## src/rtl/mult_pkg.sv

```systemverilog
// Shared types and helpers for the sequential multiplier.
// State encoding and counter sizing live here so every unit agrees.
package mult_pkg;

    typedef enum logic [1:0] {IDLE, CALC, DONE} mult_state_t;

    // Bit-counter width: enough to hold W-1, never narrower than one bit.
    function automatic int cnt_w(input int w);
        return ($clog2(w) < 1) ? 1 : $clog2(w);
    endfunction

endpackage

```

## src/rtl/mult_seq_if.sv

```systemverilog
// Operand/result handshake bundle for mult_seq.
// The master drives operands and takes results; the slave is the multiplier.
interface mult_seq_if #(parameter int W = 8);

    logic             in_valid;
    logic             in_ready;
    logic [W-1:0]     a;
    logic [W-1:0]     b;
    logic             is_signed;
    logic             out_valid;
    logic             out_ready;
    logic [2*W-1:0]   y;

    modport master (
        output in_valid, a, b, is_signed, out_ready,
        input  in_ready, out_valid, y
    );

    modport slave (
        input  in_valid, a, b, is_signed, out_ready,
        output in_ready, out_valid, y
    );

endinterface

```

## src/rtl/cond_neg.sv

```systemverilog
// Conditional two's-complement negate, used for operand magnitudes
// and for restoring the sign of the final product.
module cond_neg #(parameter int N = 8) (
    input  logic         neg,
    input  logic [N-1:0] x,
    output logic [N-1:0] y
);

    assign y = neg ? (~x + N'(1)) : x;

endmodule

```

## src/rtl/mult_seq.sv

```systemverilog
// Sequential shift-add multiplier, one partial-product row per clock.
// Signed ops multiply magnitudes and negate the result when signs differ.
module mult_seq
    import mult_pkg::*;
#(
    parameter int W = 8
) (
    input  logic        clk,
    input  logic        rst,
    mult_seq_if.slave   bus
);

    localparam int CW = cnt_w(W);

    mult_state_t      state;
    logic [2*W-1:0]   mc;
    logic [W-1:0]     mp;
    logic [2*W-1:0]   acc;
    logic [CW-1:0]    cnt;
    logic             neg;
    logic             rdy_q;
    logic             vld_q;
    logic [2*W-1:0]   y_q;

    logic [W-1:0]     a_mag;
    logic [W-1:0]     b_mag;
    logic [2*W-1:0]   acc_nx;
    logic [2*W-1:0]   y_nx;
    logic             neg_a;
    logic             neg_b;

    assign neg_a = bus.is_signed & bus.a[W-1];
    assign neg_b = bus.is_signed & bus.b[W-1];

    cond_neg #(.N(W)) u_neg_a (
        .neg (neg_a),
        .x   (bus.a),
        .y   (a_mag)
    );

    cond_neg #(.N(W)) u_neg_b (
        .neg (neg_b),
        .x   (bus.b),
        .y   (b_mag)
    );

    assign acc_nx = acc + (mp[0] ? mc : '0);

    cond_neg #(.N(2*W)) u_neg_y (
        .neg (neg),
        .x   (acc_nx),
        .y   (y_nx)
    );

    assign bus.in_ready  = rdy_q;
    assign bus.out_valid = vld_q;
    assign bus.y         = y_q;

    // Control FSM with datapath registers; handshake outputs are registered.
    always_ff @(posedge clk) begin
        if (rst) begin
            state <= IDLE;
            rdy_q <= 1'b1;
            vld_q <= 1'b0;
            y_q   <= '0;
            acc   <= '0;
            cnt   <= '0;
            neg   <= 1'b0;
            mc    <= '0;
            mp    <= '0;
        end else begin
            unique case (state)
                IDLE: begin
                    if (bus.in_valid) begin
                        mc    <= {{W{1'b0}}, a_mag};
                        mp    <= b_mag;
                        neg   <= neg_a ^ neg_b;
                        acc   <= '0;
                        cnt   <= CW'(W - 1);
                        rdy_q <= 1'b0;
                        state <= CALC;
                    end
                end
                CALC: begin
                    acc <= acc_nx;
                    mc  <= mc << 1;
                    mp  <= mp >> 1;
                    cnt <= cnt - CW'(1);
                    if (cnt == '0) begin
                        y_q   <= y_nx;
                        vld_q <= 1'b1;
                        state <= DONE;
                    end
                end
                DONE: begin
                    if (bus.out_ready) begin
                        vld_q <= 1'b0;
                        rdy_q <= 1'b1;
                        state <= IDLE;
                    end
                end
                default: begin
                    vld_q <= 1'b0;
                    rdy_q <= 1'b1;
                    state <= IDLE;
                end
            endcase
        end
    end

endmodule

```

## src/flat_wrapper.sv

```systemverilog
// flat-port wrapper written by rule: the top's interface ports become plain ports
module mult_seq_flat import mult_pkg::*;
#(
    parameter int W = 8
)
  (clk, rst, bus_in_valid, bus_a, bus_b, bus_is_signed, bus_out_ready, bus_in_ready, bus_out_valid, bus_y);
  mult_seq_if #(.W(W)) bus_i ();
  input  logic clk;
  input  logic rst;
  input wire logic [$bits(bus_i.in_valid)-1:0] bus_in_valid;
  input wire logic [$bits(bus_i.a)-1:0] bus_a;
  input wire logic [$bits(bus_i.b)-1:0] bus_b;
  input wire logic [$bits(bus_i.is_signed)-1:0] bus_is_signed;
  input wire logic [$bits(bus_i.out_ready)-1:0] bus_out_ready;
  output wire logic [$bits(bus_i.in_ready)-1:0] bus_in_ready;
  output wire logic [$bits(bus_i.out_valid)-1:0] bus_out_valid;
  output wire logic [$bits(bus_i.y)-1:0] bus_y;
  assign bus_i.in_valid = bus_in_valid;
  assign bus_i.a = bus_a;
  assign bus_i.b = bus_b;
  assign bus_i.is_signed = bus_is_signed;
  assign bus_i.out_ready = bus_out_ready;
  assign bus_in_ready = bus_i.in_ready;
  assign bus_out_valid = bus_i.out_valid;
  assign bus_y = bus_i.y;
  mult_seq #(.W(W)) u_core (.clk(clk), .rst(rst), .bus(bus_i));
endmodule
```

## config.mk

```make
export PLATFORM = sky130hd
export DESIGN_NAME = mult_seq_flat
export DESIGN_NICKNAME = d
export VERILOG_FILES = /design/src/rtl/mult_pkg.sv /design/src/rtl/mult_seq_if.sv /design/src/rtl/cond_neg.sv /design/src/rtl/mult_seq.sv /design/src/flat_wrapper.sv
export SDC_FILE = /design/constraint.sdc
export NUM_CORES = 1
export LEC_CHECK = 0
export ABC_AREA = 1
export CORE_ASPECT_RATIO = 0.9
export CORE_MARGIN = 5
export CORE_UTILIZATION = 32
export DETAILED_ROUTE_END_ITERATION = 6
export DONT_BUFFER_PORTS = 1
export PLACE_DENSITY = 0.51
export SLEW_MARGIN = 0
export SYNTH_ARGS = -nofsm -noshare
export SYNTH_HDL_FRONTEND = slang
export SYNTH_HIERARCHICAL = 1
export SYNTH_SLANG_ARGS = --single-unit
```

## constraint.sdc

```tcl
create_clock -name clk -period 2.45 [get_ports clk]
set_input_delay 0.735 -clock clk [delete_from_list [all_inputs] [get_ports clk]]
set_output_delay 0.735 -clock clk [all_outputs]
set_load 0.01 [all_outputs]
```

==> flow_summary.json, run 1 <==
{
  "yosysMostFrequentCell": "nand2_1",
  "syn_inst": 681,
  "synth_edf_count": 0,
  "cp-start-kind": "flop",
  "skew_ns": 0.00713,
  "max_freq_mhz": 403,
  "yosys-mux-area-fraction_pct": 0,
  "wirelength_microns": 11100,
  "synth_simple_gate_area_share_pct": 34.9,
  "required_ns": 2.67,
  "die_area_sq_mm": 0.0159,
  "setup_tns_ns": -0.0478,
  "htree_levels": 3,
  "drv_cap": 0,
  "p_int_mw": 2.22,
  "cts_tree": "done",
  "final_cell_area_sq_mm": 0.00542,
  "antennaDiodeCount": 0,
  "grt_pass1_vias": 3979,
  "dp.cells": 863,
  "yosysTopAreaCell": "dfxtp_1",
  "drt_iter0_markers": 185,
  "dpl_worst_slack_ns": -0.197,
  "clkPwrFrac_pct": 45.1,
  "placed_area_sq_mm": 0.00471,
  "criticalPathCategory": "reg -> reg",
  "violations": "negative setup slack",
  "yosysTopAreaCellShare_pct": 29.6,
  "synthAdderAreaFrac_pct": 6.25,
  "vias": 4200,
  "initial_utilization_pct": 32.5,
  "pin_count": 39,
  "dr.max_layer_used": "met4",
  "power.total_mw": 3.09,
  "antenna_found_initial": 0,
  "ys.flop_type": "dfxtp_1",
  "ys_seq_area_share_pct": 29.6,
  "wl_met1_microns": 5210,
  "slew_headroom_pct": 70.2,
  "slew_viol_final": 0,
  "syn_nets": 723,
  "core_sq_mm": 0.0133,
  "p_comb_share_pct": 17.8,
  "cts_root_buffer": "clkbuf_16",
  "antenna_left": 0,
  "hold_ws_ns": 0.460,
  "routabilityCongestion": 0.841,
  "status": "finished with violations",
  "netlist_top_cells_area": "dfxtp_1 30%, nand2_1 23%, inv_1 7.1%",
  "crit_path_end_kind": "flop",
  "cts.path.max_buffers": 2,
  "synth_top_family_by_area": "simple AND/OR/NAND/NOR gates",
  "wl_per_cell_microns": 12.5,
  "power_frac_seq_pct": 37.1,
  "cts_sinks": 64,
  "stdcell_count": 883,
  "clock_latency_ns": 0.33,
  "synthArstFlopShare_pct": 0,
  "synth-xor-area-share_pct": 4.25,
  "p_leak_nw": 2.57,
  "hold_violations": 0,
  "syn_area_sq_mm": 0.00433,
  "dr_wl_met3_microns": 569,
  "grt_pass1_wl_microns": 18300,
  "min_from": "u_core/mc[15]",
  "final.period_utilization_pct": 101,
  "min_path_type": "reg -> reg",
  "timing.final.crit_period_ns": 2.48,
  "gr-usage-all-layers_pct": 13.8,
  "final_core_util_pct": 40.7,
  "worst_slack_ns": -0.0296,
  "grt_max_degree": 65,
  "final_layout_size_suffix_gt1_share_pct": 21.1,
  "yosysWarnings": 6,
  "cp_data_arrival_time_ns": 2.70,
  "clk_pin_slew_worst_paths_ns": 0.06,
  "rr_startpoint": "u_core/mp[0]",
  "synth-seq-cells": 64,
  "synth-compound-area-share_pct": 13.5,
  "rsz0062_at_grt": "yes",
  "die_y_microns": 120,
  "netlist-cell-type-count": 35,
  "io_buffers": 0,
  "setup_violations": 3,
  "fin_nets": 752,
  "sw_frac_of_total_pct": 27.9,
  "dr.pass1.iters": 6,
  "yosys-top-cells-count": "262 x nand2_1, 82 x inv_1, 64 x dfxtp_1",
  "syn_to_final_growth_pct": 25.4,
  "grt-ovfl-total": 0,
  "drc_errors": 0,
  "cts_buffers": 9,
  "met2_length_microns": 5040,
  "syn_area_per_cell_sq_um": 6.35,
  "place_hpwl_microns": 7740,
  "routed_via_density": 4.76,
  "crit_fanout": 5,
  "p_sw_mw": 0.861,
  "dieWidth_microns": 133,
  "cellPowerDensity_mw_per_mm2": 569,
  "worst_pin_slew_ns": 0.447,
  "crit_start": "u_core/mp[0]",
  "std_cell_rows": 40,
  "ir_drop_uv": 345
}
[power groups by stage]
| stage | logic [mW] | clock network (mW) | registers (mW) |
|---|---|---|---|
| finish | 0.550 | 1.39 | 1.15 |
| global route | 0.618 | 1.49 | 1.15 |
| CTS | 0.509 | 1.43 | 1.14 |
| detailed placement | 0.493 | 0 | 1.17 |
| global placement | 0.486 | 0 | 1.16 |
| floorplan | 0.416 | 0 | 1.15 |
[final cells by class]
class | instances | area, sq um
fillers | 1424 | 7890
clock buffers | 11 | 243
multi-input cells | 503 | 2930
inverters | 87 | 328
well taps | 168 | 210
repair buffers | 45 | 349
flip-flops and latches | 64 | 1280
clock inverters | 5 | 80.1
[logic make-up (layout without fill, tap and decap cells)]
| family | Yosys count | after routing |
|---|---|---|
| buf+inv | 115 | 148 |
| simple gates | 363 | 363 |
| compound gates | 97 | 98 |
| flops | 64 | 64 |
| fa+ha+maj | 21 | 21 |
| xor+xnor | 21 | 21 |
[cell usage in the layout, fill, tap and decap left out, drive strengths merged]
cell,count
a221o,1
nand4,3
fa,1
clkinv,2
a211oi,12
a21oi,56
o21bai,10
and2,7
nor2,42
nand3b,8
nand2,266
a31oi,9
buf,45
a221oi,1
clkinvlp,2
xnor2,9
dfxtp,64
bufinv,2
xor2,12
nand3,32
clkbuf,11
ha,20
or2,2
o21ai,9
nor3,3
inv,86
[registers in the layout, summed over array words and instances (netlist names)]
| register | cells |
|---|---|
| u_core/neg | 1 |
| u_core/bus.out_valid | 1 |
| u_core/cnt | 3 |
| u_core/mp | 8 |
| u_core/acc | 16 |
| u_core/state | 2 |
| u_core/bus.in_ready | 1 |
| u_core/bus.y | 16 |
| u_core/mc | 16 |
[critical path, stage by stage, from the launching register on]
cell and delay (ns):
dfxtp_4 0.36, nand2_2 0.06, inv_2 0.04, ha_4 0.15, fa_2 0.37, nand2_1 0.08
nand2_1 0.05, nand3b_1 0.09, nand2_2 0.08, buf_6 0.13, nand2_4 0.04, nand3b_1 0.08
and2_4 0.18, nor2_4 0.13, nand2_1 0.07, o21ai_2 0.14, nand2_1 0.07, nand2_1 0.07
nand2_1 0.05, nand2_1 0.07, a21oi_2 0.05
[metal layers]
| layer | global-route usage [%] | up-vias |
|---|---|---|
| li1 | - | 2201 |
| met1 | 17.2 | 1899 |
| met2 | 23.2 | 83 |
| met3 | 3.45 | 17 |
| met4 | 4.81 | 0 |
| met5 | 0 | - |
[worst paths after layout]
check                     end  slack (ns)  depth (start not counted)
max reg2reg  u_core/bus.y[15]       -0.03                         20
min reg2reg     u_core/mc[15]        0.46                          2
max          u_core/bus.y[15]       -0.03                         20
min             u_core/mc[15]        0.46                          2
[what timing repair did]
| action | 4_1_cts | 5_1_grt |
|---|---|---|
| hold endpoints to repair | 0 | 0 |
| setup buffers | 2 | 2 |
| endpoints found under the setup margin | 10 | 13 |
| pin swaps | 7 | 28 |
| gates resized for setup | 27 | 53 |
| hold buffers | 0 | 0 |
| cloned | 0 | 1 |
(Power assumes the default switching activity.)
==> run 2, diff against run 1 <==
- CORE_UTILIZATION: 32 -> 30
- PLACE_DENSITY: 0.51 -> 0.49
- SKIP_LAST_GASP: unset -> 1
==> run 2 against run 1 <==
  * The run now ends clean
  * Highest routed layer unchanged
  * Sequential power barely moved
  * Register-to-register slack improved by 0.05 ns
  * Critical path type unchanged
  * Largest power group unchanged
  * Power rose by 0.12%
  * Design area rose by 3.7%
  * Count of clock-buffer cells in the layout did not move
  * Critical path depth did not move
  * Clock power barely moved
  * Non-clock buffer count rose by 11
  * Routed wire length rose by 1.4%
  * Sequential share of layout area fell by 0.89 points
  * First-iteration DRC count rose by 18%
  * Combinational power rose by 1%
==> flow_summary.json, run 2 (synthesis results as in run 1) <==
{
  "status": "completed",
  "drc_errors": 0,
  "endpoint": "u_core/bus.y[15]",
  "rsz0062_at_grt": "yes",
  "clk_pin_slew_worst_paths_ns": 0.05,
  "skew_ns": 0.00559,
  "cts.path.max_buffers": 2,
  "grt_pass1_vias": 4103,
  "dp.cells": 892,
  "final.period_utilization_pct": 99.2,
  "std_cell_rows": 41,
  "die_y_microns": 124,
  "dr_wl_met3_microns": 555,
  "grt_max_degree": 65,
  "drt_iter0_markers": 218,
  "worst_slack_ns": 0.0202,
  "pin_count": 39,
  "placed_area_sq_mm": 0.00477,
  "crit_top_cell": "nand2_1",
  "gr-usage-all-layers_pct": 13.6,
  "met2_length_microns": 5240,
  "timing.final.crit_period_ns": 2.43,
  "rr_startpoint": "u_core/mp[0]",
  "crit_start": "u_core/mp[0]",
  "ir_drop_uv": 327,
  "worst_pin_slew_ns": 0.459,
  "path_depth": 20,
  "wirelength_microns": 11200,
  "htree_levels": 3,
  "cp_num_buf_inv": 2,
  "crit_family": "simple AND/OR/NAND/NOR gates",
  "nFillCells": 1499,
  "dpl_worst_slack_ns": -0.175,
  "crit_fanout": 4,
  "min_path_type": "reg -> reg",
  "cp_slowest_stage_delay_ns": 0.38,
  "power.total_mw": 3.09,
  "hold_violations": 0,
  "cts_root_buffer": "clkbuf_16",
  "required_ns": 2.67,
  "routabilityCongestion": 0.842,
  "dr.pass1.iters": 5,
  "grt-ovfl-total": 0,
  "final_cell_area_sq_mm": 0.00563,
  "antennaDiodeCount": 0,
  "vias": 4254,
  "stdcell_count": 919,
  "fin_nets": 763,
  "initial_utilization_pct": 30.7,
  "core_sq_mm": 0.0141,
  "place_hpwl_microns": 7960,
  "rr_worst_depth": 20,
  "drv_cap": 0,
  "layout_common_cells": "232 x nand2_1, 70 x inv_1, 63 x dfxtp_1",
  "setup_violations": 0,
  "wl_met1_microns": 5270,
  "antenna_found_initial": 0,
  "syn_to_final_growth_pct": 30.1,
  "cts_sinks": 64,
  "crit_path_end_kind": "flop",
  "antenna_left": 0,
  "r2r_slack_ns": 0.02,
  "grt_pass1_wl_microns": 18700,
  "io_buffers": 0,
  "dr.max_layer_used": "met4",
  "crit_slowest_cell": "fa_2",
  "cts_hold_buf": 0,
  "cts_buffers": 9,
  "slew_headroom_pct": 69.4,
  "criticalPathCategory": "reg -> reg",
  "worstPathCellList": "nand2_2, inv_2, ha_4, fa_2, nand2_1, nand2_1, nand3b_1, nand2_2, buf_6, nand2_4, nand3b_1, and2_4, nor2_4, nand2_2, o21ai_2, nand2_1, nand2_1, nand2_1, nand2_1, a21oi_1",
  "wl_per_cell_microns": 12.2,
  "cellPowerDensity_mw_per_mm2": 549,
  "final_common_cell": "nand2_1",
  "cp-start-kind": "flop",
  "dieWidth_microns": 137,
  "final_layout_size_suffix_gt1_share_pct": 24.9,
  "p_leak_nw": 2.67,
  "cp_data_arrival_time_ns": 2.65,
  "final_core_util_pct": 39.9,
  "max_freq_mhz": 412,
  "cts_tree": "done",
  "slew_viol_final": 0,
  "routed_via_density": 4.63,
  "die_area_sq_mm": 0.0169,
  "clock_latency_ns": 0.33,
  "r2r-end": "u_core/bus.y[15]"
}
[run 2: cell type report]
class                      instances  area, sq um  area share [%]
multi-input combinational        503         3000            53.4
sequential                        64         1280            22.8
timing repair buffer              56          448            7.96
inverter                          87          328            5.83
clock buffer                      11          243            4.31
tap                              193          241            4.29
clock inverter                     5         80.1            1.42
[run 2: how the worst min path moves through the flow]
stage | start | endpoint | slack, ns | depth (start not counted)
6_report | u_core/mp[7] | u_core/mp[7] | 0.46 | 2
5_1_grt | rst | u_core/cnt[2] | 0.45 | 1
4_1_cts | rst | u_core/bus.y[1] | 0.45 | 1
3_5_place_dp | u_core/acc[6] | u_core/acc[6] | 0.46 | 2
3_3_place_gp | u_core/mp[7] | u_core/mp[7] | 0.45 | 2
2_1_floorplan | u_core/mp[7] | u_core/mp[7] | 0.44 | 2
[run 2: tightest hold or removal path, delay by kind of cell, from the launching register on]
kind	cells	cell delay [ns]
AO/OA/AOI/OAI	1	0.06
flip-flops	1	0.30
AND/OR/NAND/NOR	1	0.06
[run 2: per-layer routing]
metal	track usage (%)	vias up
met4	4.72	0
met1	16.9	1950
met2	22.9	73
li1	-	2219
met3	3.59	12
met5	0	-
[run 2: where the power goes]
part	internal [mW]	leakage (nW)	switching (mW)
Sequential	1.10	0.521	0.0452
Clock	0.916	0.152	0.470
Combinational	0.217	1.99	0.340
[run 2: repair_timing]
action | in CTS | in global routing
endpoints found under the hold margin | 0 | 0
pin swaps | 14 | 37
setup buffers | 3 | 8
setup endpoints to repair | 10 | 11
resized for setup | 27 | 75
cloned | 0 | 1
[run 2: metrics by stage]
step | hold slack [ns] | TNS [ns]
2_1_floorplan | 0.439 | -0.00915
3_3_place_gp | 0.447 | -0.725
3_5_place_dp | 0.457 | -0.955
4_1_cts | 0.453 | -0.00142
5_1_grt | 0.454 | -1.10
6_report | 0.462 | 0
==> run 3, diff against run 2 <==
- CORE_UTILIZATION: 30 -> 58
- PLACE_DENSITY: 0.49 -> 0.8
==> run 3 against run 2 <==
  * The run now ends with negative setup slack left
  * Count of clock-buffer cells in the layout did not move
  * Combinational power fell by 12%
  * Die area fell by 45%
  * Critical path type unchanged
  * Sequential power barely moved
  * Sequential cell count did not move
==> flow_summary.json, run 3 (synthesis results as in run 1) <==
{
  "wirelength_microns": 10300,
  "crit_fanout": 13,
  "final_common_cell": "nand2_1",
  "pin_count": 39,
  "routabilityCongestion": 0.914,
  "grt-ovfl-total": 0,
  "hold_ws_ns": 0.446,
  "ir_drop_uv": 392,
  "fin_nets": 731,
  "required_ns": 2.74,
  "sw_frac_of_total_pct": 29.9,
  "min_path_type": "in -> reg",
  "cellPowerDensity_mw_per_mm2": 517,
  "dr.pass1.iters": 6,
  "cp-start-kind": "flop",
  "drc_errors": 0,
  "grt_max_degree": 65,
  "cts_hold_buf": 0,
  "final_layout_size_suffix_gt1_share_pct": 16.3,
  "timing.final.crit_period_ns": 2.47,
  "dp.cells": 767,
  "die_area_sq_mm": 0.00929,
  "worstPathCellList": "buf_8, nand2_1, inv_1, ha_4, nand2_1, inv_1, nand2_1, nor3_1, nand2_1, nand2_1, nand2_1, and2_4, nor2_1, nand2_1, o21ai_2, nand3_1, nand2_1, nand2_1, a21oi_1",
  "cts_root_buffer": "clkbuf_8",
  "cts_buffers": 9,
  "cts.path.max_buffers": 2,
  "antenna_left": 0,
  "die_y_microns": 91.9,
  "final.period_utilization_pct": 101,
  "setup_violations": 2,
  "crit_path_end_kind": "flop",
  "cts_sinks": 64,
  "skew_ns": 0.0105,
  "htree_levels": 3,
  "cp_data_arrival_time_ns": 2.75,
  "crit_family": "simple AND/OR/NAND/NOR gates",
  "wl_per_cell_microns": 13.0,
  "criticalPathCategory": "reg -> reg",
  "violations": "negative setup slack",
  "vias": 4172,
  "p_comb_share_pct": 19.1,
  "grt_pass1_wl_microns": 16700,
  "syn_to_final_growth_pct": 14.9,
  "setup_tns_ns": -0.0311,
  "status": "finished with violations",
  "power.total_mw": 2.57,
  "layout_common_cells": "251 x nand2_1, 80 x inv_1, 63 x dfxtp_1",
  "place_hpwl_microns": 7340,
  "p_leak_nw": 2.38,
  "clkPwrFrac_pct": 36.2,
  "crit_slowest_cell": "dfxtp_4",
  "max_freq_mhz": 405,
  "grt_pass1_vias": 3867,
  "std_cell_rows": 29,
  "io_buffers": 0,
  "crit_top_cell": "nand2_1",
  "dieWidth_microns": 101,
  "cp_num_buf_inv": 3,
  "slew_viol_final": 0,
  "initial_utilization_pct": 60.5,
  "cp_slowest_stage_delay_ns": 0.36,
  "antenna_found_initial": 0,
  "hold_violations": 0,
  "clk_pin_slew_worst_paths_ns": 0.07,
  "cts_tree": "done",
  "power_frac_seq_pct": 44.7,
  "p_sw_mw": 0.768,
  "routed_via_density": 5.30,
  "p_int_mw": 1.80,
  "antennaDiodeCount": 0,
  "slew_headroom_pct": 52.7,
  "worst_slack_ns": -0.0168,
  "worst_pin_slew_ns": 0.708,
  "rsz0062_at_grt": "yes",
  "drt_iter0_markers": 203,
  "core_sq_mm": 0.00715,
  "clock_latency_ns": 0.35,
  "gr-usage-all-layers_pct": 21.7,
  "drv_cap": 0,
  "stdcell_count": 787
}
-- run 3: cell types whose count changed in the layout (fill, tap and decap cells not counted), sizes merged --
cell,change
buf,-31
bufinv,-1
clkinv,+1
o21bai,-1
-- run 3: routing by layer --
layer	GRT usage, %	up-vias	share of wire [%]	routed length [microns]
met5	0	-	0	0
met4	8.75	0	1.7	178
met3	4.40	17	4.6	472
met2	38.1	111	51	5240
met1	25.6	1898	43	4370
li1	-	2146	-	-
-- run 3: metrics by stage --
step / utilization [%] / worst slack, ns / cell area (sq um)
CTS: 66.4 / 0.0137 / 4750
floorplan: - / -0.00571 / 4370
global placement: 62.4 / -0.0402 / 4460
global route: 69.5 / -0.186 / 4970
detailed placement: 62.4 / -0.0993 / 4460
finish: 69.5 / -0.0168 / 4970
-- run 3: worst reg2reg max path, delay by kind of cell, from the launching register on --
kind	cells	cell delay, ns
AOI/OAI and AO/OA	2	0.25
adders and majority gates	1	0.29
buffers and inverters	3	0.28
DFF	1	0.36
and+or+nand+nor	13	1.24
-- run 3: final timing paths --
kind	startpoint	endpoint	slack (ns)	cells past startpoint
min reg2reg	u_core/mc[15]	u_core/mc[15]	0.46	2
max reg2reg	u_core/mp[0]	u_core/bus.y[15]	-0.02	19
max	u_core/mp[0]	u_core/bus.y[15]	-0.02	19
min	rst	u_core/bus.y[12]	0.45	1
-- run 3: layout make-up --
class                           instances  area, sq um
Clock buffer                           11          151
Clock inverter                          5         55.1
Fill cell                             620         2180
Inverter                               87          328
Multi-Input combinational cell        502         2840
Sequential cell                        64         1280
Tap cell                               93          116
Timing Repair Buffer                   25          195
-- run 3: timing repair --
action	in CTS	in global routing
pin swaps	1	22
setup endpoints to repair	8	11
resized for setup	11	44
buffers inserted	1	3
-- run 3: power groups by stage --
stage	Combinational [mW]	Clock (mW)	Sequential, mW
final	0.490	0.930	1.15
after global placement	0.442	0	1.17
after detailed placement	0.457	0	1.17
after floorplan	0.416	0	1.15
after global routing	0.545	0.996	1.15
after CTS	0.466	0.947	1.15
